--- src/rtl/mag_pkg.sv ---
// Shared constants and FSM state type for the gradient-magnitude scheduler.
package mag_pkg;
  localparam int SQ_W  = 17;
  localparam int MAG_W = 11;

  typedef enum logic [1:0] {
    ST_IDLE,
    ST_ISSUE,
    ST_WAIT,
    ST_DONE
  } state_t;
endpackage

--- src/rtl/mag_sched_if.sv ---
// Bundle of requester, shared-unit and result signals for mag_sched.
interface mag_sched_if #(
  parameter int N_REQ = 4,
  parameter int ID_W  = 2
);
  logic [N_REQ-1:0]                 req_valid;
  logic [N_REQ-1:0]                 req_ready;
  logic [N_REQ*mag_pkg::SQ_W-1:0]   req_sqrx;
  logic [N_REQ*mag_pkg::SQ_W-1:0]   req_sqry;
  logic [mag_pkg::SQ_W-1:0]         sq_x;
  logic [mag_pkg::SQ_W-1:0]         sq_y;
  logic [mag_pkg::MAG_W-1:0]        sq_mag;
  logic                             res_valid;
  logic                             res_ready;
  logic [mag_pkg::MAG_W-1:0]        res_mag;
  logic [ID_W-1:0]                  res_id;

  modport slave (
    input  req_valid, req_sqrx, req_sqry, sq_mag, res_ready,
    output req_ready, sq_x, sq_y, res_valid, res_mag, res_id
  );

  modport master (
    output req_valid, req_sqrx, req_sqry, sq_mag, res_ready,
    input  req_ready, sq_x, sq_y, res_valid, res_mag, res_id
  );
endinterface

--- src/rtl/mag_rr_arb.sv ---
// Combinational one-hot grant over the requester valids.
// Define MAG_SCHED_FIXED_PRIO_EN for lowest-index-wins instead of round-robin.
module mag_rr_arb #(
  parameter int N_REQ = 4,
  parameter int ID_W  = 2
) (
  input  logic [N_REQ-1:0] valid_i,
  input  logic [ID_W-1:0]  last_i,
  output logic [N_REQ-1:0] gnt_o,
  output logic [ID_W-1:0]  gnt_idx_o,
  output logic             any_o
);
  logic [ID_W-1:0] cand;

`ifdef MAG_SCHED_FIXED_PRIO_EN
  logic unused_last;
  assign unused_last = ^last_i;

  always_comb begin
    gnt_o     = '0;
    gnt_idx_o = '0;
    any_o     = 1'b0;
    cand      = '0;
    for (int k = 0; k < N_REQ; k++) begin
      cand = ID_W'(k);
      if (!any_o && valid_i[cand]) begin
        any_o       = 1'b1;
        gnt_idx_o   = cand;
        gnt_o[cand] = 1'b1;
      end
    end
  end
`else
  // Search starts one past the previous winner so every valid requester is
  // reached within N_REQ grants.
  always_comb begin
    gnt_o     = '0;
    gnt_idx_o = '0;
    any_o     = 1'b0;
    cand      = '0;
    for (int k = 1; k <= N_REQ; k++) begin
      cand = ID_W'((int'(last_i) + k) % N_REQ);
      if (!any_o && valid_i[cand]) begin
        any_o       = 1'b1;
        gnt_idx_o   = cand;
        gnt_o[cand] = 1'b1;
      end
    end
  end
`endif
endmodule

--- src/rtl/mag_sched.sv ---
// Shares one registered magnitude unit between N_REQ requesters; results
// return tagged with the requester id. Priority mode: MAG_SCHED_FIXED_PRIO_EN.
module mag_sched
  import mag_pkg::*;
#(
  parameter int N_REQ = 4,
  parameter int ID_W  = 2
) (
  input logic        clk,
  input logic        rst_n,
  mag_sched_if.slave bus
);
  logic [N_REQ-1:0][SQ_W-1:0] sqx_lane, sqy_lane;

  for (genvar i = 0; i < N_REQ; i++) begin : g_lane
    assign sqx_lane[i] = bus.req_sqrx[i*SQ_W +: SQ_W];
    assign sqy_lane[i] = bus.req_sqry[i*SQ_W +: SQ_W];
  end

  state_t           state_q, state_d;
  logic [ID_W-1:0]  last_q, last_d;
  logic [ID_W-1:0]  id_q, id_d;
  logic [SQ_W-1:0]  sqx_q, sqx_d;
  logic [SQ_W-1:0]  sqy_q, sqy_d;
  logic [MAG_W-1:0] mag_q, mag_d;
  logic [N_REQ-1:0] gnt, rdy;
  logic [ID_W-1:0]  gnt_idx;
  logic             any_gnt, vld;

  mag_rr_arb #(.N_REQ(N_REQ), .ID_W(ID_W)) u_arb (
    .valid_i   (bus.req_valid),
    .last_i    (last_q),
    .gnt_o     (gnt),
    .gnt_idx_o (gnt_idx),
    .any_o     (any_gnt)
  );

  always_comb begin
    state_d = state_q;
    last_d  = last_q;
    id_d    = id_q;
    sqx_d   = sqx_q;
    sqy_d   = sqy_q;
    mag_d   = mag_q;
    rdy     = '0;
    vld     = 1'b0;
    case (state_q)
      ST_IDLE: begin
        if (any_gnt) begin
          rdy     = gnt;
          sqx_d   = sqx_lane[gnt_idx];
          sqy_d   = sqy_lane[gnt_idx];
          id_d    = gnt_idx;
          last_d  = gnt_idx;
          state_d = ST_ISSUE;
        end
      end
      // Shared unit samples sq_x/sq_y at the end of this cycle.
      ST_ISSUE: state_d = ST_WAIT;
      ST_WAIT: begin
        mag_d   = bus.sq_mag;
        state_d = ST_DONE;
      end
      ST_DONE: begin
        vld = 1'b1;
        if (bus.res_ready) state_d = ST_IDLE;
      end
      default: state_d = ST_IDLE;
    endcase
  end

  always_ff @(posedge clk or negedge rst_n) begin
    if (!rst_n) begin
      state_q <= ST_IDLE;
      last_q  <= ID_W'(N_REQ - 1);
      id_q    <= '0;
      sqx_q   <= '0;
      sqy_q   <= '0;
      mag_q   <= '0;
    end else begin
      state_q <= state_d;
      last_q  <= last_d;
      id_q    <= id_d;
      sqx_q   <= sqx_d;
      sqy_q   <= sqy_d;
      mag_q   <= mag_d;
    end
  end

  assign bus.req_ready = rdy;
  assign bus.res_valid = vld;
  assign bus.sq_x      = sqx_q;
  assign bus.sq_y      = sqy_q;
  assign bus.res_mag   = mag_q;
  assign bus.res_id    = id_q;
endmodule

--- src/flat_wrapper.sv ---
// flat-port wrapper written by rule: the top's interface ports become plain ports
module mag_sched_flat import mag_pkg::*;
#(
  parameter int N_REQ = 4,
  parameter int ID_W  = 2
)
  (clk, rst_n, bus_req_valid, bus_req_sqrx, bus_req_sqry, bus_sq_mag, bus_res_ready, bus_req_ready, bus_sq_x, bus_sq_y, bus_res_valid, bus_res_mag, bus_res_id);
  mag_sched_if #(.N_REQ(N_REQ), .ID_W(ID_W)) bus_i ();
  input logic clk;
  input logic rst_n;
  input wire logic [$bits(bus_i.req_valid)-1:0] bus_req_valid;
  input wire logic [$bits(bus_i.req_sqrx)-1:0] bus_req_sqrx;
  input wire logic [$bits(bus_i.req_sqry)-1:0] bus_req_sqry;
  input wire logic [$bits(bus_i.sq_mag)-1:0] bus_sq_mag;
  input wire logic [$bits(bus_i.res_ready)-1:0] bus_res_ready;
  output wire logic [$bits(bus_i.req_ready)-1:0] bus_req_ready;
  output wire logic [$bits(bus_i.sq_x)-1:0] bus_sq_x;
  output wire logic [$bits(bus_i.sq_y)-1:0] bus_sq_y;
  output wire logic [$bits(bus_i.res_valid)-1:0] bus_res_valid;
  output wire logic [$bits(bus_i.res_mag)-1:0] bus_res_mag;
  output wire logic [$bits(bus_i.res_id)-1:0] bus_res_id;
  assign bus_i.req_valid = bus_req_valid;
  assign bus_i.req_sqrx = bus_req_sqrx;
  assign bus_i.req_sqry = bus_req_sqry;
  assign bus_i.sq_mag = bus_sq_mag;
  assign bus_i.res_ready = bus_res_ready;
  assign bus_req_ready = bus_i.req_ready;
  assign bus_sq_x = bus_i.sq_x;
  assign bus_sq_y = bus_i.sq_y;
  assign bus_res_valid = bus_i.res_valid;
  assign bus_res_mag = bus_i.res_mag;
  assign bus_res_id = bus_i.res_id;
  mag_sched #(.N_REQ(N_REQ), .ID_W(ID_W)) u_core (.clk(clk), .rst_n(rst_n), .bus(bus_i));
endmodule
--- config.mk ---
export PLATFORM = sky130hd
export DESIGN_NAME = mag_sched_flat
export DESIGN_NICKNAME = d
export VERILOG_FILES = /design/src/rtl/mag_pkg.sv /design/src/rtl/mag_sched_if.sv /design/src/rtl/mag_rr_arb.sv /design/src/rtl/mag_sched.sv /design/src/flat_wrapper.sv
export SDC_FILE = /design/constraint.sdc
export NUM_CORES = 1
export LEC_CHECK = 0
export ABC_AREA = 1
export BUFFER_PORTS_ARGS = -buffer_cell sky130_fd_sc_hd__buf_2
export CORE_AREA = 4 4 107 109
export DETAILED_ROUTE_END_ITERATION = 6
export DIE_AREA = 0 0 111 113
export MAX_ROUTING_LAYER = met4
export PLACE_DENSITY = 0.85
export SKIP_LAST_GASP = 1
export SYNTH_ARGS = -nofsm -noshare
export SYNTH_HDL_FRONTEND = slang
export SYNTH_SLANG_ARGS = --single-unit
--- constraint.sdc ---
create_clock -name clk -period 2.4 [get_ports clk]
set_input_delay 0.12 -clock clk [delete_from_list [all_inputs] [get_ports clk]]
set_output_delay 0.12 -clock clk [all_outputs]
set_load 0.1 [all_outputs]
; ---- Word level (Yosys, flattened, before mapping)
; Cells that the tools add are included.
[totals]
ff_bits = 51
inputBits = 154
[op_classes]
reduce_logical = 13
n_addsub = 4
eq_ne = 5
bitwise = 3
mux = 38
magnitude_cmp = 9
[op_table]
columns = operator, n
row1 = 17-bit binary-select mux with 2-bit select, 2
row2 = 17-bit two-way mux, 2
row3 = 4-bit two-way mux, 6
row4 = "2-bit by 3-bit < comparator with 1-bit output, second input constant", 5
row5 = 1-bit two-way mux, 13
row6 = 2-bit two-way mux, 6
row7 = 4-bit OR, 3
row8 = 1-bit binary-select mux with 2-bit select, 4
row9 = 1-bit demux with 2-bit select, 4
row10 = "2-bit by 1-bit >= comparator with 1-bit output, second input constant", 4
row11 = 2-bit one-hot mux with 4 select lines, 1
row12 = 1-bit logical AND, 7
row13 = "2-bit by 1-bit adder with 2-bit output, second input constant", 2
row14 = "2-bit adder, second input constant", 2
row15 = "2-bit equality test, second input constant", 2
row16 = 2-bit AND reduction, 2
row17 = 1-bit logical NOT, 3
row18 = "2-bit by 1-bit equality test with 1-bit output, second input constant", 1
row19 = 2-bit logical NOT, 1
row20 = "2-bit by 1-bit != test with 1-bit output, second input constant", 1
row21 = "2-bit != test, second input constant", 1

; ---- Logic depth before layout (Yosys ltp)
; Gate-level depths: netlist of the first run.
[depth]
ltp_word = 15
mapped_depth = 17
ltp_nobuf = 15

; ---- Hierarchy
; Synthesis of the first run repeated with hierarchy kept, for this count alone.
[hier_totals]
hier_cells = 705
hier_area_um2 = 4096.4
[modules_own_cells]
columns = mod, cells_per_inst, seq_area_each_um2, n_inst, area_per_inst_um2
row1 = mag_sched, 631, 1278.7, 1, 3638.5
row2 = mag_rr_arb, 74, 0.0, 1, 457.9

; ---- Worst setup path before layout of the first run
; OpenSTA, ideal clock, no wires.
[synth_timing]
path_type = flip-flop to output port
from = register u_core.last_q[0]
to = output bus_req_ready[3]
path_slack_ns = -0.165
n_path_buf = 1
t_arrival_ns = 2.445
stages_incl_launch_ff = 13
path_cell_list = dfstp_2 > buf_6 > inv_6 > ha_1 > inv_1 > nand3_1 > nand2_2 > nand3_1 > inv_1 > a21oi_1 > o21ai_0 > nand2_1 > inv_1
[synth_via]
elab_chain_cells = 15
word_cells_on_any_way = 51
[synth_lines]
columns = item, line_no
row1 = from (decl), mag_sched.sv:21  ; logic [ID_W-1:0] last_q, last_d;
row2 = from (signal assigned), mag_sched.sv:75  ; last_q <= ID_W'(N_REQ - 1);
row3 = from (signal assigned), mag_sched.sv:82  ; last_q <= last_d;
row4 = "parallel branches: the longest is 13 deep, another holds 2-bit by 3-bit < comparator with 1-bit output", n/a
row5 = 4-bit two-way mux *, mag_sched.sv:49  ; if (any_gnt) begin
row6 = 4-bit two-way mux *, mag_sched.sv:47  ; case (state_q)
row7 = to (decl), flat_wrapper.sv:16  ; output wire logic [$bits(bus_i.req_ready)-1:0] bus_req_ready;
; Every way passes the cells marked *. The select of a mux whose other input is x is not followed.

; ---- Final worst setup path of the first run
; Same ends and word-level chain as after synthesis.

==> flow_metrics.env, run 1 <==
export IMPL_syn_cell_area_mm2=0.004461
export IMPL_postSynthAreaPerCell_um2=6.327
export IMPL_crit_slowest_cell="dfstp_2"
export IMPL_maxSlewHeadroom_pct=65.06
export IMPL_drv_cap=0
export IMPL_drc=0
export IMPL_start_util_pct=42.07
export IMPL_die_x_um=111
export IMPL_grtUsageTotal_pct=21.93
export IMPL_core_region_area_mm2=0.01060
export IMPL_cts_tree="yes"
export IMPL_rsz0062_at_grt="yes"
export IMPL_drive_above_1_share_pct=33.48
export IMPL_fin_cells=1037
export IMPL_post_route_period_util_pct=100.5
export IMPL_cts_path_max_buffers=2
export IMPL_hp_class="in2reg"
export IMPL_fin_ws_ns=-0.01169
export IMPL_area_delta_synth_final_pct=34.28
export IMPL_worstPathArrival_ns=2.29
export IMPL_synth_nets=870
export IMPL_yosys_warnings=0
export IMPL_ant_nets=0
export IMPL_skew_ns=0.01027
export IMPL_io_pins=206
export IMPL_setup_violations=1
export IMPL_routedWlPerCell_um=13.29
export IMPL_cts_sinks=51
export IMPL_worstSetupPathType="reg2out"
export IMPL_dieArea_mm2=0.01254
export IMPL_grt_max_degree=42
export IMPL_cp_cell_sequence="inv_6, ha_4, inv_2, nand2_2, nand2_4, buf_4, nand2_1, o21ai_0, a21oi_1, o21ai_2, nand2_2, clkinvlp_4, buf_12"
export IMPL_num_rows=38
export IMPL_violations="setup timing"
export IMPL_hold_violations=0
export IMPL_fillers=1005
export IMPL_synth_distinct_cells=31
export IMPL_clkTransAtPathRegs_ns=0.09
export IMPL_dieHeight_um=113
export IMPL_wirelength_mm=13.78
export IMPL_cts_root_buf="clkbuf_8"
export IMPL_port_buffers=205
export IMPL_cts_made_buffers=5
export IMPL_vias=5117
export IMPL_synth_top_flop_cell="dfrtp_1"
export IMPL_dr_first_iter_drc_count=304
export IMPL_place_gp_congestion=0.9565
export IMPL_grt_pass1_wl_mm=22.45
export IMPL_drv_slew=0
export IMPL_cp_max_fo=4
export IMPL_crit_required_ns=2.28
export IMPL_nets=1060
export IMPL_crit_path_frequent_cell="nand2_2"
export IMPL_clock_latency_ns=0.30
export IMPL_dp_hpwl_mm=10.17
export IMPL_antenna_found_initial=1
export IMPL_async_flop_share_pct=100.0
export IMPL_mostFrequentLayoutCells="nand2_1, buf_2, inv_1"
export IMPL_fmax_mhz=414.6
export IMPL_outcome="complete, but fails checks"
export IMPL_synth_cells=705
export IMPL_cp_start_kind="flop"
export IMPL_fin_util_pct=56.49
export IMPL_critPathCaptureType="output pin"
export IMPL_drtPass1Iterations=5
export IMPL_via_per_inst=4.934
export IMPL_max_slew_worst_pin_slew_ns=0.5241
export IMPL_htreeDepth=2
export IMPL_yosys_register_bits=51
export IMPL_slowest_delay_ns=0.59
export IMPL_min_period_ns=2.412
export IMPL_synth_edf_count=0
export IMPL_dp_cells=1022
export IMPL_grt_overflow=0
export IMPL_seq_area_frac_synth_pct=28.67
export IMPL_grt_pass1_vias=4795
export IMPL_final_common_cell="nand2_1"
layout make-up:
cell class              count  area, um2  area share, %
clock buffers               5      68.82          1.149
multi-input cells         451       2431          40.59
inverters                 159      626.9          10.47
clock inverters             3      43.79         0.7311
well taps                 140      175.2          2.925
flip-flops and latches     51       1279          21.35
diodes                      1      2.502        0.04178
repair buffers            227       1363          22.75
synth_stat cells (2+ instances only):
master    count  area, um2
o21ai_0       9      45.04
nand3_2      11      110.1
buf_2        11      55.05
dfstp_2       2      52.55
a21oi_1       6      30.03
clkbuf_1     15      56.30
buf_4        12      90.09
nand3_1      73      365.4
mux2_2       11      123.9
nand2_2      11      68.82
ha_1         11      137.6
dfrtp_1      49       1226
nand2_1     237      889.6
inv_1       156      585.6
nand4_1      69      431.7
nand2_4       3      33.78
buf_1         5      18.77
path summary, 6_finish.rpt:
path                                           startpoint                           endpoint  slack [ns]  cells after the start
max in group asynchronous                           rst_n  u_core.bus.res_mag[2]$_DFFE_PN0P_        1.59                      3
setup reg to reg             u_core.last_q[0]$_DFFE_PN1P_    u_core.bus.sq_x[16]$_DFFE_PN0P_        0.07                     14
setup / recovery             u_core.last_q[0]$_DFFE_PN1P_                   bus_req_ready[3]       -0.01                     13
hold / removal                              bus_sq_mag[9]  u_core.bus.res_mag[9]$_DFFE_PN0P_        0.05                      2
hold reg to reg            u_core.bus.sq_y[6]$_DFFE_PN0P_     u_core.bus.sq_y[6]$_DFFE_PN0P_        0.48                      2
min in group asynchronous                           rst_n     u_core.bus.sq_y[7]$_DFFE_PN0P_        0.24                      2
state kept, by name, summed over array words and instances (netlist names):
register / cells
u_core.state_q: 2
u_core.last_q: 2
u_core.bus.sq_y: 17
u_core.bus.sq_x: 17
u_core.bus.res_id: 2
u_core.bus.res_mag: 11
per-layer routing:
metal	part of all wire, %	global-route usage, %
met5	0	-
met4	2.6	7.225
met3	7.5	4.118
met2	51	38.51
met1	39	25.35
stage by stage:
stage | instance area [um2] | setup WS (ns) | hold WS, ns | setup TNS [ns]
after floorplan | 4488 | 0.06653 | -0.1756 | 0
after global placement | 5725 | 0.09385 | 0.03179 | 0
after detailed placement | 5725 | 0.05039 | 0.03056 | 0
after CTS | 5896 | 0.01649 | 0.04056 | 0
after global routing | 5989 | -0.09091 | 0.03891 | -1.271
final | 5989 | -0.01169 | 0.04992 | -0.01169
worst max-delay path: cells and delay by family (launching register included):
family | cells | cell delay, ns
AO/OA/AOI/OAI | 3 | 0.31
adder cells (fa/ha/maj) | 1 | 0.29
buffers and inverters | 5 | 0.52
flip-flops | 1 | 0.59
AND/OR/NAND/NOR | 4 | 0.29
logic make-up after synthesis:
group | count (synthesis) | synth area share [%]
simple gates | 409 | 43.93
mux | 11 | 2.777
flops | 51 | 28.67
fa+ha+maj | 11 | 3.086
compound gates | 20 | 2.749
buf+inv | 203 | 18.79
what timing repair did:
action,in CTS,in global routing
hold buffers,1,0
endpoints found under the setup margin,4,41
hold endpoints to repair,11,0
pin swaps,4,2
gates resized for setup,8,20
cloned,0,1
buffers inserted,4,0
Power of run 1 is not shown: default switching activity piles up to over one toggle a cycle in this logic, so the estimate is an artifact.
==> inputs of run 2 (changes only) <==
==> constraint.sdc (replaced) <==
create_clock -name clk -period 2.4 [get_ports clk]
set_input_delay 0.36 -clock clk [delete_from_list [all_inputs] [get_ports clk]]
set_output_delay 0.36 -clock clk [all_outputs]
set_load 0.1 [all_outputs]
==> run 2 against run 1 <==
  * The flow still finishes with violations (setup timing)
  * Cell area is 6.5% higher
  * Die area stayed put
  * Core utilization is 3.7 points higher
  * Cell count is 1.9% higher
  * Worst setup slack worse by 0.24 ns
  * Critical path depth is 1 lower
  * Sequential share of layout area is 1.3 points lower
  * Wire length is 5.7% higher
  * Global-route usage is 0.25 points lower
  * Highest routed layer unchanged
==> flow_metrics.env, run 2 (same netlist as run 1, synthesis figures left out) <==
export IMPL_outcome="complete, but fails checks"
export IMPL_violations="setup timing"
export IMPL_drc=0
export IMPL_routedWlPerCell_um=13.78
export IMPL_clock_latency_ns=0.30
export IMPL_cts_root_buf="clkbuf_8"
export IMPL_rr_startpoint="u_core.last_q[0]$_DFFE_PN1P_"
export IMPL_cts_sinks=51
export IMPL_nets=1081
export IMPL_dp_cells=1026
export IMPL_grt_max_degree=40
export IMPL_min_period_ns=2.655
export IMPL_worstPathArrival_ns=2.29
export IMPL_n_antenna_cell=0
export IMPL_hp_class="in2async"
export IMPL_vias=5287
export IMPL_dp_hpwl_mm=10.09
export IMPL_drtPass1Iterations=5
export IMPL_critPathCaptureType="output pin"
export IMPL_grt_pass1_vias=4927
export IMPL_io_pins=206
export IMPL_grt_overflow=0
export IMPL_fin_ws_ns=-0.2548
export IMPL_cp_max_fo=7
export IMPL_gr_usage_met3_pct=2.781
export IMPL_antenna_found_initial=0
export IMPL_worstSetupPathType="reg2out"
export IMPL_fmax_mhz=376.7
export IMPL_dieHeight_um=113
export IMPL_num_rows=38
export IMPL_via_per_inst=5.002
export IMPL_crit_required_ns=2.04
export IMPL_clkTransAtPathRegs_ns=0.10
export IMPL_grtUsageMet1_pct=26.72
export IMPL_crit_start="u_core.last_q[0]$_DFFE_PN1P_"
export IMPL_htreeDepth=2
export IMPL_area_delta_synth_final_pct=43.00
export IMPL_cts_made_buffers=5
export IMPL_core_region_area_mm2=0.01060
export IMPL_ant_nets=0
export IMPL_port_buffers=205
export IMPL_max_slew_worst_pin_slew_ns=0.5655
export IMPL_holdWs_ns=0.03881
export IMPL_skew_ns=0.01488
export IMPL_maxSlewHeadroom_pct=62.30
export IMPL_mostFrequentLayoutCells="nand2_1, buf_2, inv_1"
export IMPL_dieArea_mm2=0.01254
export IMPL_fillers=986
export IMPL_start_util_pct=42.07
export IMPL_placed_area_mm2=0.005788
export IMPL_drive_above_1_share_pct=36.97
export IMPL_fin_util_pct=60.16
export IMPL_dr_first_iter_drc_count=286
export IMPL_final_common_cell="nand2_1"
export IMPL_setup_violations=40
export IMPL_cts_path_max_buffers=2
export IMPL_drv_slew=0
export IMPL_post_route_period_util_pct=110.6
export IMPL_use_met2_pct=37.99
export IMPL_drv_cap=0
export IMPL_rsz0062_at_grt="yes"
export IMPL_grtUsageTotal_pct=21.69
export IMPL_die_x_um=111
export IMPL_wirelength_mm=14.57
export IMPL_grt_pass1_wl_mm=22.66
export IMPL_fin_cells=1057
export IMPL_hold_violations=0
export IMPL_grt_busiest_layer="met2"
export IMPL_cts_tree="yes"
export IMPL_post_route_cell_area_mm2=0.006379
export IMPL_cp_start_kind="flop"
export IMPL_place_gp_congestion=0.9156
run 2: stage by stage:
step	worst slack (ns)	setup TNS (ns)
3_3_place_gp	0.07870	0
2_1_floorplan	-0.08208	-0.3032
4_1_cts	-0.1856	-0.6890
6_report	-0.2548	-3.751
3_5_place_dp	0.04144	0
5_1_grt	-0.3314	-8.153
run 2: path summary, 6_finish.rpt:
path                                                          end  slack (ns)  depth (start not counted)
worst max register to register     u_core.bus.sq_y[9]$_DFFE_PN0P_       -0.12                         18
max in group asynchronous         u_core.bus.sq_y[14]$_DFFE_PN0P_        1.81                          2
min in group clk                u_core.bus.res_mag[9]$_DFFE_PN0P_        0.28                          2
worst min register to register     u_core.bus.sq_y[4]$_DFFE_PN0P_        0.49                          2
worst max-delay path                             bus_req_ready[2]       -0.25                         12
worst min-delay path               u_core.bus.sq_y[8]$_DFFE_PN0P_        0.04                          1
run 2: layout make-up:
cell class | instances | area, um2 | share of cell area, %
timing repair buffer | 248 | 1652 | 25.89
tap | 140 | 175.2 | 2.746
inverter | 159 | 636.9 | 9.984
clock buffer | 5 | 68.82 | 1.079
sequential | 51 | 1279 | 20.05
clock inverter | 3 | 46.29 | 0.7258
multi-input combinational | 451 | 2521 | 39.53
run 2: per-layer routing:
| metal | vias up | part of all wire [%] |
|---|---|---|
| li1 | 2609 | - |
| met1 | 2433 | 40 |
| met2 | 221 | 51 |
| met3 | 24 | 7.0 |
| met4 | 0 | 1.8 |
| met5 | - | 0 |
run 2: critical path: stages, from the launching register on:
cell        delay, ns
dfstp_2          0.61
inv_8            0.04
ha_4             0.31
nand3_4          0.11
nand2_8          0.11
clkinv_8         0.08
buf_6            0.12
o22ai_2          0.14
a21oi_2          0.05
nand2_1          0.09
nand2_2          0.08
clkinvlp_4       0.10
buf_12           0.16
run 2: repair_timing:
action | 4_1_cts | 5_1_grt
gates resized for setup | 16 | 33
hold buffers | 0 | 0
endpoints found under the setup margin | 4 | 40
pin swaps | 5 | 11
gates cloned | 0 | 7
buffers inserted | 10 | 6
Power of run 2 is left out for the same reason.
==> inputs of run 3 (changes only) <==
--- a/config.mk
+++ b/config.mk
@@ -7,11 +7,11 @@
 export LEC_CHECK = 0
 export ABC_AREA = 1
 export BUFFER_PORTS_ARGS = -buffer_cell sky130_fd_sc_hd__buf_2
-export CORE_AREA = 4 4 107 109
+export CORE_AREA = 4 4 100 102
 export DETAILED_ROUTE_END_ITERATION = 6
-export DIE_AREA = 0 0 111 113
+export DIE_AREA = 0 0 104 106
 export MAX_ROUTING_LAYER = met4
-export PLACE_DENSITY = 0.85
+export PLACE_DENSITY = 0.91
 export SKIP_LAST_GASP = 1
 export SYNTH_ARGS = -nofsm -noshare
 export SYNTH_HDL_FRONTEND = slang
==> constraint.sdc (replaced) <==
create_clock -name clk -period 3.17 [get_ports clk]
set_input_delay 0.4755 -clock clk [delete_from_list [all_inputs] [get_ports clk]]
set_output_delay 0.4755 -clock clk [all_outputs]
set_load 0.1 [all_outputs]
==> run 3 against run 2 <==
  * The run now ends clean
  * Cell area fell by 11%
  * Non-clock buffer count fell by 27
  * Count of clock-buffer cells in the layout did not move
  * Worst hold slack improved by 0.23 ns
  * Worst setup slack improved by 0.46 ns
  * Global-route usage rose by 2.7 points
  * Core utilization rose by 2.3 points
  * Sequential share of layout area rose by 2.4 points
  * Sequential cell count did not move
  * First-iteration DRC count fell by 12%
  * Wire length fell by 8.7%
  * Critical path type unchanged
==> flow_metrics.env, run 3 (same netlist as run 1, synthesis figures left out) <==
export IMPL_core_region_area_mm2=0.009109
export IMPL_io_pins=206
export IMPL_vias=5083
export IMPL_final_common_cell="nand2_1"
export IMPL_cts_made_buffers=5
export IMPL_crit_required_ns=2.69
export IMPL_place_ws_ns=0.3736
export IMPL_grtUsageTotal_pct=24.36
export IMPL_fin_cells=1001
export IMPL_min_period_ns=2.963
export IMPL_worstSetupPathType="reg2out"
export IMPL_dp_cells=992
export IMPL_via_per_inst=5.078
export IMPL_hp_class="in2async"
export IMPL_clock_latency_ns=0.30
export IMPL_grt_pass1_vias=4615
export IMPL_cts_tree="yes"
export IMPL_dp_hpwl_mm=9.944
export IMPL_post_route_cell_area_mm2=0.005690
export IMPL_tns_ns=0
export IMPL_multi_input_area_mm2=0.002351
export IMPL_mostFrequentLayoutCells="nand2_1, buf_2, inv_1"
export IMPL_cp_start_kind="flop"
export IMPL_setup_violations=0
export IMPL_rsz0062_at_grt="no"
export IMPL_start_util_pct=48.97
export IMPL_grt_max_degree=70
export IMPL_drtPass1Iterations=5
export IMPL_max_slew_worst_pin_slew_ns=0.8373
export IMPL_cts_hold_buffers=0
export IMPL_skew_ns=0.004976
export IMPL_grt_overflow=0
export IMPL_hold_violations=0
export IMPL_cp_max_fo=8
export IMPL_routedWlPerCell_um=13.28
export IMPL_place_gp_congestion=0.9509
export IMPL_die_x_um=104
export IMPL_wirelength_mm=13.30
export IMPL_clkTransAtPathRegs_ns=0.10
export IMPL_critPathCaptureType="output pin"
export IMPL_worstPathArrival_ns=2.49
export IMPL_cts_path_max_buffers=2
export IMPL_ant_nets=0
export IMPL_fillers=848
export IMPL_cts_root_buf="clkbuf_8"
export IMPL_fmax_mhz=337.5
export IMPL_drc=0
export IMPL_drv_slew=0
export IMPL_antenna_found_initial=0
export IMPL_dr_first_iter_drc_count=252
export IMPL_maxSlewHeadroom_pct=44.18
export IMPL_drv_cap=0
export IMPL_grt_pass1_wl_mm=21.80
export IMPL_cts_sinks=51
export IMPL_outcome="finished, final reports clean"
export IMPL_area_delta_synth_final_pct=27.57
export IMPL_drive_above_1_share_pct=31.12
export IMPL_nets=1054
export IMPL_dieHeight_um=106
export IMPL_worstRegToRegCells=15
export IMPL_num_rows=35
export IMPL_port_buffers=205
export IMPL_placed_area_mm2=0.005557
export IMPL_post_route_period_util_pct=93.48
export IMPL_regArea_mm2=0.001279
export IMPL_fin_ws_ns=0.2067
export IMPL_htreeDepth=2
export IMPL_n_antenna_cell=0
export IMPL_dieArea_mm2=0.01102
==> run 3: layout make-up <==
class,count,share of cell area (%)
Sequential cell,51,22.47
Timing Repair Buffer,221,21.46
Clock inverter,3,0.4398
Clock buffer,5,1.209
Multi-Input combinational cell,451,41.31
Tap cell,111,2.441
Inverter,159,10.66
==> run 3: worst max-delay path, stage by stage (launching register included) <==
cell and delay [ns]:
dfstp_2 0.62, inv_1 0.08, ha_2 0.38, inv_1 0.09
nand2_2 0.10, nand2_4 0.07, clkinv_4 0.09, nand2_4 0.07
nor2_8 0.10, nand2_4 0.08, o21ai_0 0.15, nand2_1 0.07
inv_1 0.08, buf_8 0.20
==> run 3: final timing paths <==
check / from / endpoint / slack, ns
max: u_core.last_q[1]$_DFFE_PN1P_ / bus_req_ready[1] / 0.21
max reg2reg: u_core.last_q[1]$_DFFE_PN1P_ / u_core.bus.sq_y[16]$_DFFE_PN0P_ / 0.45
min: rst_n / u_core.bus.sq_y[16]$_DFFE_PN0P_ / 0.26
min reg2reg: u_core.bus.sq_x[7]$_DFFE_PN0P_ / u_core.bus.sq_x[7]$_DFFE_PN0P_ / 0.48
min in group clk: bus_sq_mag[0] / u_core.bus.res_mag[0]$_DFFE_PN0P_ / 0.39
max in group asynchronous: rst_n / u_core.bus.res_id[0]$_DFFE_PN0P_ / 2.18
==> run 3: routing by layer <==
layer  GRT usage [%]  wire length, um
met1           31.71             5686
met3           3.218              877
met4           9.022              414
met2           39.04             6320
met5               -                0
==> run 3: metrics by stage <==
step	hold slack (ns)	util, %
finish	0.2647	62.47
global route	0.3153	62.47
CTS	0.2833	62.03
detailed placement	0.4593	61.00
global placement	0.4574	61.00
floorplan	0.1799	-
==> run 3: what timing repair did <==
item | CTS | global route
buffers inserted | 0 | 1
endpoints found under the setup margin | 0 | 4
resized for setup | 0 | 14
Power of run 3 is left out for the same reason.
